--- config.mk ---
export PLATFORM = sky130hd
export DESIGN_NAME = pwm_fade_bank
export DESIGN_NICKNAME = d
export VERILOG_FILES = /design/src/rtl/pwm_fade_bank.sv
export SDC_FILE = /design/constraint.sdc
export NUM_CORES = 1
export LEC_CHECK = 0
export ABC_AREA = 1
export BUFFER_PORTS_ARGS = -buffer_cell sky130_fd_sc_hd__buf_2
export CORE_UTILIZATION = 55
export CTS_CLUSTER_SIZE = 16
export DETAILED_ROUTE_END_ITERATION = 10
export PLACE_DENSITY = 0.75
export SYNTH_ARGS = -nofsm -noshare
export SYNTH_HDL_FRONTEND = slang
export SYNTH_SLANG_ARGS = --single-unit
export TNS_END_PERCENT = 20
--- constraint.sdc ---
create_clock -name clk -period 4.75 [get_ports clk]
set_input_delay 0.2375 -clock clk [delete_from_list [all_inputs] [get_ports clk]]
set_output_delay 0.2375 -clock clk [all_outputs]
set_load 0.05 [all_outputs]
--- src/rtl/pwm_fade_bank.sv ---
// Purpose: bank of CHANNELS PWM outputs on one shared period counter, each ramping linearly toward a loaded target duty.
// Latency: pwm_out lags the counter compare by 1 cycle; loads take effect at the next period boundary (cnt == 2^WIDTH-2).
// Backpressure: 1-entry pending load; load_ready drops while it is full and returns the cycle after the boundary drains it.
// Optional: define PWM_FADE_DONE_EN to add fade_done, a 1-cycle pulse per channel when a ramp step reaches the target.
module pwm_fade_bank #(
    parameter int WIDTH    = 8,
    parameter int CHANNELS = 3,
    parameter int STEP_W   = 16,
    localparam int CH_W    = (CHANNELS > 1) ? $clog2(CHANNELS) : 1
) (
    input  logic                clk,
    input  logic                rst,
    input  logic                load_valid,
    output logic                load_ready,
    input  logic [CH_W-1:0]     load_ch,
    input  logic [WIDTH-1:0]    load_target,
    input  logic [STEP_W-1:0]   step_period,
    output logic [CHANNELS-1:0] pwm_out,
    output logic [CHANNELS-1:0] ramp_busy,
    output logic                period_start
`ifdef PWM_FADE_DONE_EN
    ,
    output logic [CHANNELS-1:0] fade_done
`endif
);

    // Last count of a period; the period is 2^WIDTH-1 cycles so that a duty of all-ones is constant high.
    localparam logic [WIDTH-1:0] CNT_LAST = {{(WIDTH-1){1'b1}}, 1'b0};

    logic [WIDTH-1:0]                 cnt_q, cnt_d;
    logic [STEP_W-1:0]                pc_q, pc_d;
    logic [CHANNELS-1:0][WIDTH-1:0]   cur_q, cur_d;
    logic [CHANNELS-1:0][WIDTH-1:0]   tgt_q, tgt_d;
    logic                             pend_full_q, pend_full_d;
    logic [CH_W-1:0]                  pend_ch_q, pend_ch_d;
    logic [WIDTH-1:0]                 pend_tgt_q, pend_tgt_d;
    logic                             load_ready_q;
    logic [CHANNELS-1:0]              pwm_q, pwm_d;
    logic                             period_start_q;
    logic                             boundary;
    logic                             accept;
    logic                             tick;
`ifdef PWM_FADE_DONE_EN
    logic [CHANNELS-1:0]              step_hit;
    logic [CHANNELS-1:0]              fade_done_q;
`endif

    assign boundary = (cnt_q == CNT_LAST);
    assign accept   = load_valid & load_ready_q;

    // Period counter and the 1-entry pending load register; a full entry is only ever cleared at a boundary.
    always_comb begin
        cnt_d       = boundary ? '0 : cnt_q + WIDTH'(1);
        pend_full_d = pend_full_q;
        pend_ch_d   = pend_ch_q;
        pend_tgt_d  = pend_tgt_q;
        if (pend_full_q) begin
            if (boundary) begin
                pend_full_d = 1'b0;
            end
        end else if (accept) begin
            pend_full_d = 1'b1;
            pend_ch_d   = load_ch;
            pend_tgt_d  = load_target;
        end
    end

    // Ramp prescaler: step_period is only looked at on the boundary cycle, so it may change at any time.
    always_comb begin
        pc_d = pc_q;
        tick = 1'b0;
        if (boundary) begin
            if (step_period == '0) begin
                pc_d = '0;
            end else if (pc_q >= step_period - STEP_W'(1)) begin
                tick = 1'b1;
                pc_d = '0;
            end else if (pc_q != '1) begin
                pc_d = pc_q + STEP_W'(1);
            end
        end
    end

    // Per-channel duty update: a pending write wins over a ramp step for the same channel in the same boundary.
    always_comb begin
        cur_d = cur_q;
        tgt_d = tgt_q;
        pwm_d = '0;
`ifdef PWM_FADE_DONE_EN
        step_hit = '0;
`endif
        for (int i = 0; i < CHANNELS; i++) begin
            pwm_d[i] = (cnt_q < cur_q[i]);
            if (boundary && pend_full_q && (pend_ch_q == CH_W'(i))) begin
                tgt_d[i] = pend_tgt_q;
                if (step_period == '0) begin
                    cur_d[i] = pend_tgt_q;
                end
            end else if (tick && (cur_q[i] != tgt_q[i])) begin
                if (cur_q[i] < tgt_q[i]) begin
                    cur_d[i] = cur_q[i] + WIDTH'(1);
                end else begin
                    cur_d[i] = cur_q[i] - WIDTH'(1);
                end
`ifdef PWM_FADE_DONE_EN
                step_hit[i] = (cur_d[i] == tgt_q[i]);
`endif
            end
        end
    end

    // Busy flags come straight from the duty registers.
    always_comb begin
        ramp_busy = '0;
        for (int i = 0; i < CHANNELS; i++) begin
            ramp_busy[i] = (cur_q[i] != tgt_q[i]);
        end
    end

    // State registers; reset discards any pending load and holds load_ready low until the first edge after release.
    always_ff @(posedge clk or negedge rst) begin
        if (!rst) begin
            cnt_q          <= '0;
            pc_q           <= '0;
            cur_q          <= '0;
            tgt_q          <= '0;
            pend_full_q    <= 1'b0;
            pend_ch_q      <= '0;
            pend_tgt_q     <= '0;
            load_ready_q   <= 1'b0;
            pwm_q          <= '0;
            period_start_q <= 1'b0;
        end else begin
            cnt_q          <= cnt_d;
            pc_q           <= pc_d;
            cur_q          <= cur_d;
            tgt_q          <= tgt_d;
            pend_full_q    <= pend_full_d;
            pend_ch_q      <= pend_ch_d;
            pend_tgt_q     <= pend_tgt_d;
            load_ready_q   <= !pend_full_d;
            pwm_q          <= pwm_d;
            period_start_q <= (cnt_q == '0);
        end
    end

`ifdef PWM_FADE_DONE_EN
    // Completion pulse registered alongside the step that makes current equal target; jumps never set it.
    always_ff @(posedge clk or negedge rst) begin
        if (!rst) begin
            fade_done_q <= '0;
        end else begin
            fade_done_q <= step_hit;
        end
    end

    assign fade_done = fade_done_q;
`endif

    assign load_ready   = load_ready_q;
    assign pwm_out      = pwm_q;
    assign period_start = period_start_q;

endmodule
* Word level (Yosys, flattened, before mapping) *
Index checks and enable logic that the tools add are counted.

cells by class
  add/subtract/negate cells = 9
  multiply operators = 0
  divide/modulo/power cells = 0
  order comparisons = 7
  equality and inequality tests = 10
  shifts and indexed selects = 0
  mux-type cells = 20
  bitwise gates (word level) = 2
  reduce and logical (&&, ||, !) cells = 20

operators with widths
  kind                   count
  $mux 8                 11
  $lt 8x8->1             6
  $mux 16                3
  $add 8x1->8 const B    4
  $ne 8x8->1             3
  $sub 8x1->8 const B    3
  $add 16x1->16 const B  1
  $ge 16x16->1           1
  $logic_not 16->1       1
  $ne 16x16->1 const B   1
  $sub 16x1->16 const B  1
  $reduce_and 2->1       5
  $eq 8x8->1 const B     1
  $logic_not 8->1        1
  $logic_and 1x1->1      7
  $mux 1                 6
  $ne 2x2->1 const B     3
  $reduce_bool 2->1      3
  $reduce_bool 3->1      1
  $eq 2x1->1 const B     1
  $eq 2x2->1 const B     1
  $logic_not 2->1        1
  $and 1x1->1            1
  $logic_not 1->1        1
  $not 1->1              1

storage, ports and cells
  bits in registers = 88
  bits in latches = 0
  bits in writable memories = 0
  ROM bits = 0
  bits of input ports = 29
  output and inout bits = 8
  word-level logic and storage cells = 82
  memories kept = 0

* Logic depth before layout (Yosys ltp) *
Gate-level depths: netlist of the first run.

  word-level depth = 8
  depth in mapped cells = 20

* Worst setup path before layout of the first run *
Ideal clock, no wire load.

  path kind = in2reg
  start point = input port step_period[1]
  end point = register pc_q[10]
  setup time = 0.066 ns
  data arrival time = 2.592 ns
  slack = 2.092 ns
  stages = 17
  path buffers = 1
  path through = nor2_1 > nand2_1 > nor3_1 > nand3_1 > nor2_1 > nand3_1 > xor2_1 > inv_1 > ha_1 > a21oi_1 > o21ai_0 > nor2_1 > nand3_1 > nand2_2 > clkbuf_1 > nand3_1 > nand2_1

on the way
  longest elaborated chain between the ends = 4
  elaborated cells between the ends (all ways) = 7
  those cells by class = add/sub: 1; order compare: 1; mux: 2; reduce/logical: 3

RTL lines
  element                                                 line  text
  from (decl)                                             17    input logic [STEP_W-1:0] step_period,
  $sub 16x1->16                                           75    end else if (pc_q >= step_period - STEP_W'(1)) begin
  $ge 16x16->1                                            75
  $reduce_bool 3->1 (no line) or $mux 16 (tied branches)  --
  $reduce_and 2->1 (no line) or $mux 16 (tied branches)   --
  to (signal assigned)                                    135   pc_q <= pc_d;
  to (decl)                                               31    logic [STEP_W-1:0] pc_q, pc_d;

Several ways; a longest one is shown, not always the timed one.
A chain may end at the register's enable or synchronous reset.

* Worst setup path after layout of the first run *
  start point = input port step_period[2]
  end point = register cur_q[7] in the netlist's numbering

on the way
  longest elaborated chain between the ends = 8
  elaborated cells between the ends (all ways) = 10
  those cells by class = add/sub: 1; order compare: 1; eq/ne: 1; mux: 3; reduce/logical: 4

RTL lines
  element                         line  text
  $sub 16x1->16                   75
  $ge 16x16->1                    75
  $mux 1                          75
  $mux 1                          73    if (step_period == '0) begin
  $mux 1                          72    if (boundary) begin
  $logic_and 1x1->1               99    end else if (tick && (cur_q[i] != tgt_q[i])) begin
  $reduce_bool 2->1 (no line)     --
  $reduce_and 2->1 (no line) (*)  --
  to (signal assigned)            136   cur_q <= cur_d;
  to (decl)                       32    logic [CHANNELS-1:0][WIDTH-1:0] cur_q, cur_d;

Mark *: on every way between the ends. The rest lies on a longest branch, timed or not.

==> results.py, run 1 <==
metrics = {
    "clock_tree": {
        "cts_tree": "done",
        "insertion_delay_ns": 0.35,
        "cts_resized": 0,
        "path_clk_slew_ns": 0.06,
        "hold_buffers": 1,
        "clock-sinks": 88,
        "numCtsBuffers": 9,
        "post-cts-setup-buffer-count": 0,
        "clockBufferDepth": 2,
        "clock_tree.root_cell": "clkbuf_16",
        "cts_htree_levels": 3,
    },
    "placed_design": {
        "place_inst": 1107,
        "place_congestion": 0.879,
        "portBuffers": 36,
        "dp_hpwl_um": 11600,
    },
    "global_route": {
        "grt.met1_usage": 0.353,
        "overflow": 0,
        "grt_use_met2": 0.416,
        "top_usage_layer": "met2",
        "grt_max_degree": 62,
        "groute.usage.overall": 0.260,
        "grt_pass1_vias": 5614,
        "antenna_found_initial": 0,
        "use_met3": 0.0547,
        "grt_pass1_wl_um": 26500,
    },
    "route": {
        "dr.first_iter.drc_count": 336,
        "drt.antenna.violating_nets": 0,
        "via_count": 5935,
        "drt_wl_total_um": 15400,
        "first_pass_iters": 7,
        "wl_per_cell_um": 13.7,
        "vias_per_cell": 5.28,
        "drc": 0,
    },
    "synthesis": {
        "synth.mux.area_fraction": 0.00326,
        "yosysUniqueCellTypes": 42,
        "synth_xor_area_frac": 0.0482,
        "syn-num-nets": 1030,
        "ys.flop_type": "dfrtp_1",
        "synth-edff-count": 0,
        "synthAdderAreaFrac": 0.161,
        "synth_compound_area_frac": 0.0921,
        "netlist.area_leader.share": 0.319,
        "syn_inst": 914,
        "syn_area_per_cell_sq_um": 7.55,
        "synth_top_family_by_area": "simple AND/OR/NAND/NOR gates",
        "yosys.area.top_type": "dfrtp_1",
        "synthesis.area_sq_mm": 0.00690,
        "synth_seq_cells": 88,
        "synth_area_leaders": "dfrtp_1, ha_1, nand2_1",
        "yosysSeqAreaShare": 0.319,
        "synth_simple_gate_area_share": 0.292,
        "synth_warnings": 0,
        "async_flop_share": 1.00,
    },
    "setup_path": {
        "critPathRequiredTime_ns": 4.99,
        "critPathMaxFanout": 15,
        "reg2regPathDepth": 14,
        "crit_slowest_cell": "nand2_1",
        "startpoint_type": "input pin",
        "slowest_delay_ns": 0.46,
        "regToRegEndpoint": "cur_q[13]",
        "r2r_start": "cur_q[13]",
        "r2r_slack_ns": 1.91,
        "path_cells": "buf_2 -> nor2_1 -> nand2_1 -> nor3_1 -> nand3_1 -> nor2_1 -> nand3_1 -> xor2_1 -> inv_1 -> ha_1 -> a21oi_1 -> o21ai_0 -> nor2_1 -> nand2_1 -> nand3_4 -> nand2_4 -> nand2_1 -> nand2_1",
        "crit_type": "in2reg",
        "crit_arrival_ns": 3.41,
        "critPathMostFrequentCell": "nand2_1",
        "endpoint_kind": "flop",
    },
    "min_path": {
        "hp-start": "load_target[7]",
        "min_path_type": "in2reg",
        "min_path_cells": 2,
        "whs_endpoint": "pend_tgt_q[7]",
    },
    "floorplan": {
        "rows": 40,
        "core-area_sq_mm": 0.0121,
        "initial_core_util": 0.570,
        "dieArea_sq_mm": 0.0130,
        "io_pins": 37,
        "fp.dieH_um": 114,
        "die_x_um": 114,
    },
    "final_layout": {
        "synthToLayoutAreaGrowth_pct": 9.03,
        "layout_commonest_cell": "nand2_1",
        "diodes": 0,
        "nNetsFinal": 1067,
        "layout_common_cells": "nand2_1, inv_1, dfrtp_1",
        "n_fill_cell": 1091,
        "final_cell_count_no_fill": 1124,
        "drive_gt1_frac": 0.0879,
    },
    "sta": {
        "final.period_utilization": 0.667,
        "max_slew_margin": 0.469,
        "finalHoldViolCount": 0,
        "setup_viol": 0,
        "tightest_slew_ns": 0.794,
        "period_minus_slack_ns": 3.17,
        "skew_ns": 0.00545,
        "report.final.slew_viol_count": 0,
        "rsz0062_at_grt": "no",
        "final.setup.tns_ns": 0,
        "max_freq_ghz": 0.316,
    },
    "run": {
        "cap_violations": 0,
    },
    "pwr": {
        "ir_worst_vdd_uv": 186,
        "p_sw_frac": 0.223,
        "pwr-share-seq": 0.497,
        "intPower_mw": 1.17,
        "leakage_nw": 3.98,
        "p_sw_mw": 0.336,
        "pwr-share-comb": 0.049,
        "p_per_area_mw_per_mm2": 200,
        "pwr-share-clk": 0.454,
    },
    "status": {
        "status": "finished, final reports clean",
    },
}
## flip-flops by register name, summed over array words and instances (netlist names)
name          cells
period_start      1
pend_ch_q         2
pwm_out           3
pend_full_q       1
pc_q             16
tgt_q            24
cnt_q             8
cur_q            24
load_ready        1
pend_tgt_q        8
## cell usage after synthesis (4+ instances only)
master,instances
o21ai_1,5
a21o_1,4
buf_2,6
nor3_4,5
nand3_1,72
o21ai_0,45
xnor2_1,16
inv_1,132
a21boi_0,4
nand2_4,6
ha_1,84
o21bai_1,4
nor3_1,20
nor2_1,58
nand2_1,236
nand3_4,4
nand2_2,5
dfrtp_1,88
xor2_1,22
nand4_1,13
a21oi_1,49
## cell families after synthesis
| kind of cell | after synthesis |
|---|---|
| compound gates | 118 |
| mux | 2 |
| fa+ha+maj | 87 |
| buf+inv | 148 |
| xor+xnor | 38 |
| flops | 88 |
| simple gates | 433 |
## power groups by stage
stage,Sequential [mW],Combinational (mW),Clock (mW)
3_5_place_dp,0.763,0.0740,0
6_report,0.750,0.0735,0.684
2_1_floorplan,0.764,0.0366,0
5_1_grt,0.749,0.0867,0.727
3_3_place_gp,0.763,0.0730,0
4_1_cts,0.749,0.0749,0.695
## worst max-delay path by stage
stage                               from        end  slack (ns)  cells after the start
final                     step_period[2]   cur_q[7]        1.58                     18
after floorplan           step_period[1]   pc_q[10]        2.09                     17
after global routing      step_period[2]  cur_q[22]        1.17                     18
after global placement    step_period[1]  cur_q[15]        1.33                     18
after detailed placement  step_period[2]   cur_q[7]        1.24                     18
after CTS                 step_period[2]   cur_q[7]        1.60                     18
## metrics by stage
stage | total power [mW] | area (sq um) | util | hold WS, ns | worst slack, ns
5_1_grt | 1.56 | 7530 | 0.621 | 0.118 | 1.17
2_1_floorplan | 0.800 | 6900 | - | -0.0581 | 2.09
3_5_place_dp | 0.837 | 7230 | 0.597 | 0.185 | 1.24
4_1_cts | 1.52 | 7530 | 0.621 | 0.114 | 1.60
3_3_place_gp | 0.836 | 7230 | 0.597 | 0.181 | 1.33
6_report | 1.51 | 7530 | 0.621 | 0.118 | 1.58
## critical path, delay by kind of cell
kind                     cells  cell delay (ns)
XOR/XNOR                     1             0.14
AND/OR/NAND/NOR             12             2.32
buffers and inverters        2             0.18
AO/OA/AOI/OAI                2             0.23
adder cells (fa/ha/maj)      1             0.30
## metal layers
metal | up-vias | wire [um]
met2 | 128 | 7030
met4 | 0 | 327
met1 | 2725 | 7290
li1 | 3057 | -
met5 | - | 0
met3 | 25 | 743
## cell type report
class	instances	area, sq um	area share
clock buffer	13	270	0.0359
clock inverter	3	15.0	0.00199
inverter	136	510	0.0678
multi-input combinational	678	4120	0.547
sequential	88	2200	0.293
tap	168	210	0.0279
timing repair buffer	38	200	0.0266
(Power assumes the default switching activity.)
==> run 2: changes to the inputs <==
- clock period: 4.75 -> 3.3 ns (I/O delays scaled with it)
==> run 2 against run 1 <==
Net effect:
- critical endpoint is now cur_q[5]
- cell area rose by 1.8%
- largest cell class unchanged
- worst setup slack worse by 1.1 ns
- register-to-register slack got worse by 1.4 ns
- clock power up 77%
==> results.py, run 2 (same netlist as run 1, synthesis figures left out) <==
metrics = {
    "final_layout": {
        "final_cell_count_no_fill": 1133,
        "post-route-util": 0.633,
        "layout_commonest_cell": "nand2_1",
        "reg_top3": "cur_q: 24 flops, tgt_q: 24 flops, pc_q: 16 flops",
        "diodes": 0,
        "synthToLayoutAreaGrowth_pct": 11.0,
        "layout_common_cells": "nand2_1, inv_1, dfrtp_1",
        "drive_gt1_frac": 0.0974,
        "seq_area_sq_mm": 0.00220,
        "multi_input_area_sq_mm": 0.00412,
        "n_fill_cell": 1118,
        "nNetsFinal": 1076,
    },
    "floorplan": {
        "die_x_um": 114,
        "core-area_sq_mm": 0.0121,
        "initial_core_util": 0.570,
        "dieArea_sq_mm": 0.0130,
        "fp.dieH_um": 114,
        "rows": 40,
        "io_pins": 37,
    },
    "clock_tree": {
        "post-cts-setup-buffer-count": 0,
        "insertion_delay_ns": 0.35,
        "clockBufferDepth": 2,
        "cts_htree_levels": 3,
        "clock-sinks": 88,
        "clock_tree.root_cell": "clkbuf_16",
        "path_clk_slew_ns": 0.06,
        "cts_resized": 0,
        "cts_tree": "done",
        "numCtsBuffers": 9,
    },
    "route": {
        "via_count": 6003,
        "vias_per_cell": 5.30,
        "first_pass_iters": 5,
        "drc": 0,
        "drt.antenna.violating_nets": 0,
        "wl_per_cell_um": 13.9,
        "dr.first_iter.drc_count": 429,
        "drt_wl_total_um": 15700,
    },
    "setup_path": {
        "worstSetupEndpoint": "cur_q[5]",
        "crit_arrival_ns": 3.01,
        "endpoint_kind": "flop",
        "critPathMaxFanout": 8,
        "regToRegEndpoint": "cur_q[5]",
        "reg2regPathDepth": 13,
        "r2r_start": "cur_q[7]",
        "startpoint": "cur_q[7]",
        "crit_type": "reg2reg",
        "critPathRequiredTime_ns": 3.54,
        "r2r_slack_ns": 0.52,
        "startpoint_type": "flop",
    },
    "sta": {
        "tightest_slew_ns": 0.667,
        "max_freq_ghz": 0.360,
        "report.final.slew_viol_count": 0,
        "rsz0062_at_grt": "no",
        "setup_viol": 0,
        "period_minus_slack_ns": 2.78,
        "max_slew_margin": 0.555,
        "final.period_utilization": 0.841,
        "skew_ns": 0.00499,
        "final.setup.tns_ns": 0,
        "finalHoldViolCount": 0,
        "fin_ws_ns": 0.524,
    },
    "global_route": {
        "grt_pass1_vias": 5703,
        "groute.usage.overall": 0.261,
        "antenna_found_initial": 0,
        "grt_max_degree": 53,
        "overflow": 0,
        "grt_pass1_wl_um": 26800,
    },
    "pwr": {
        "p_per_area_mw_per_mm2": 314,
        "ir_worst_vdd_uv": 315,
        "leakage_nw": 4.06,
        "total_power_mw": 2.40,
    },
    "placed_design": {
        "place_ws_ns": 0.375,
        "place_inst": 1116,
        "place_congestion": 0.858,
        "portBuffers": 36,
        "dp_hpwl_um": 11800,
    },
    "status": {
        "status": "finished, final reports clean",
    },
    "min_path": {
        "min_path_type": "in2reg",
    },
    "run": {
        "cap_violations": 0,
    },
}
[run 2: metal layers]
layer / up-vias / track usage / share of wire
met5: - / 0 / 0
met4: 0 / 0.0632 / 0.016
met3: 19 / 0.0430 / 0.044
met2: 116 / 0.432 / 0.47
met1: 2790 / 0.358 / 0.47
li1: 3078 / - / -
[run 2: critical path, cell delays in order, from the launching register on]
cell and delay, ns:
dfrtp_1 0.42, ha_1 0.31, nand2_1 0.07, nor2_1 0.23
nand2_1 0.14, nand2_1 0.26, ha_1 0.36, a21oi_1 0.16
nand2_1 0.12, a21oi_1 0.18, xor2_1 0.18, o21ai_0 0.09
nand2_1 0.10, nand2_1 0.05
[run 2: cell type report]
type	instances	share of cell area
Multi-Input combinational cell	678	0.537
Sequential cell	88	0.287
Inverter	136	0.0666
Timing Repair Buffer	47	0.0349
Clock buffer	11	0.0330
Tap cell	168	0.0274
Clock inverter	5	0.0134
[run 2: metrics by stage]
stage	instance area (sq um)	hold WS (ns)
floorplan	6900	-0.131
global placement	7300	0.250
detailed placement	7300	0.251
CTS	7660	0.0547
global route	7660	0.0586
finish	7660	0.0600
[run 2: worst min-delay path by stage]
stage,from,to,slack (ns),cells after the start
5_1_grt,load_target[7],pend_tgt_q[7],0.06,2
6_report,load_target[7],pend_tgt_q[7],0.06,2
4_1_cts,load_target[7],pend_tgt_q[7],0.05,2
2_1_floorplan,rst,cnt_q[0],-0.13,0
3_5_place_dp,rst,tgt_q[15],0.25,1
3_3_place_gp,rst,tgt_q[15],0.25,1
[run 2: report_power, final]
group	switching (mW)	total, mW	internal, mW
Combinational	0.0696	0.111	0.0419
Clock	0.434	1.21	0.780
Sequential	0.0000333	1.08	1.08
Total	0.503	2.40	1.90
[run 2: timing repair]
| action | 4_1_cts | 5_1_grt |
|---|---|---|
| setup endpoints to repair | 0 | 0 |
| hold buffers | 1 | 0 |
| endpoints found under the hold margin | 50 | 0 |
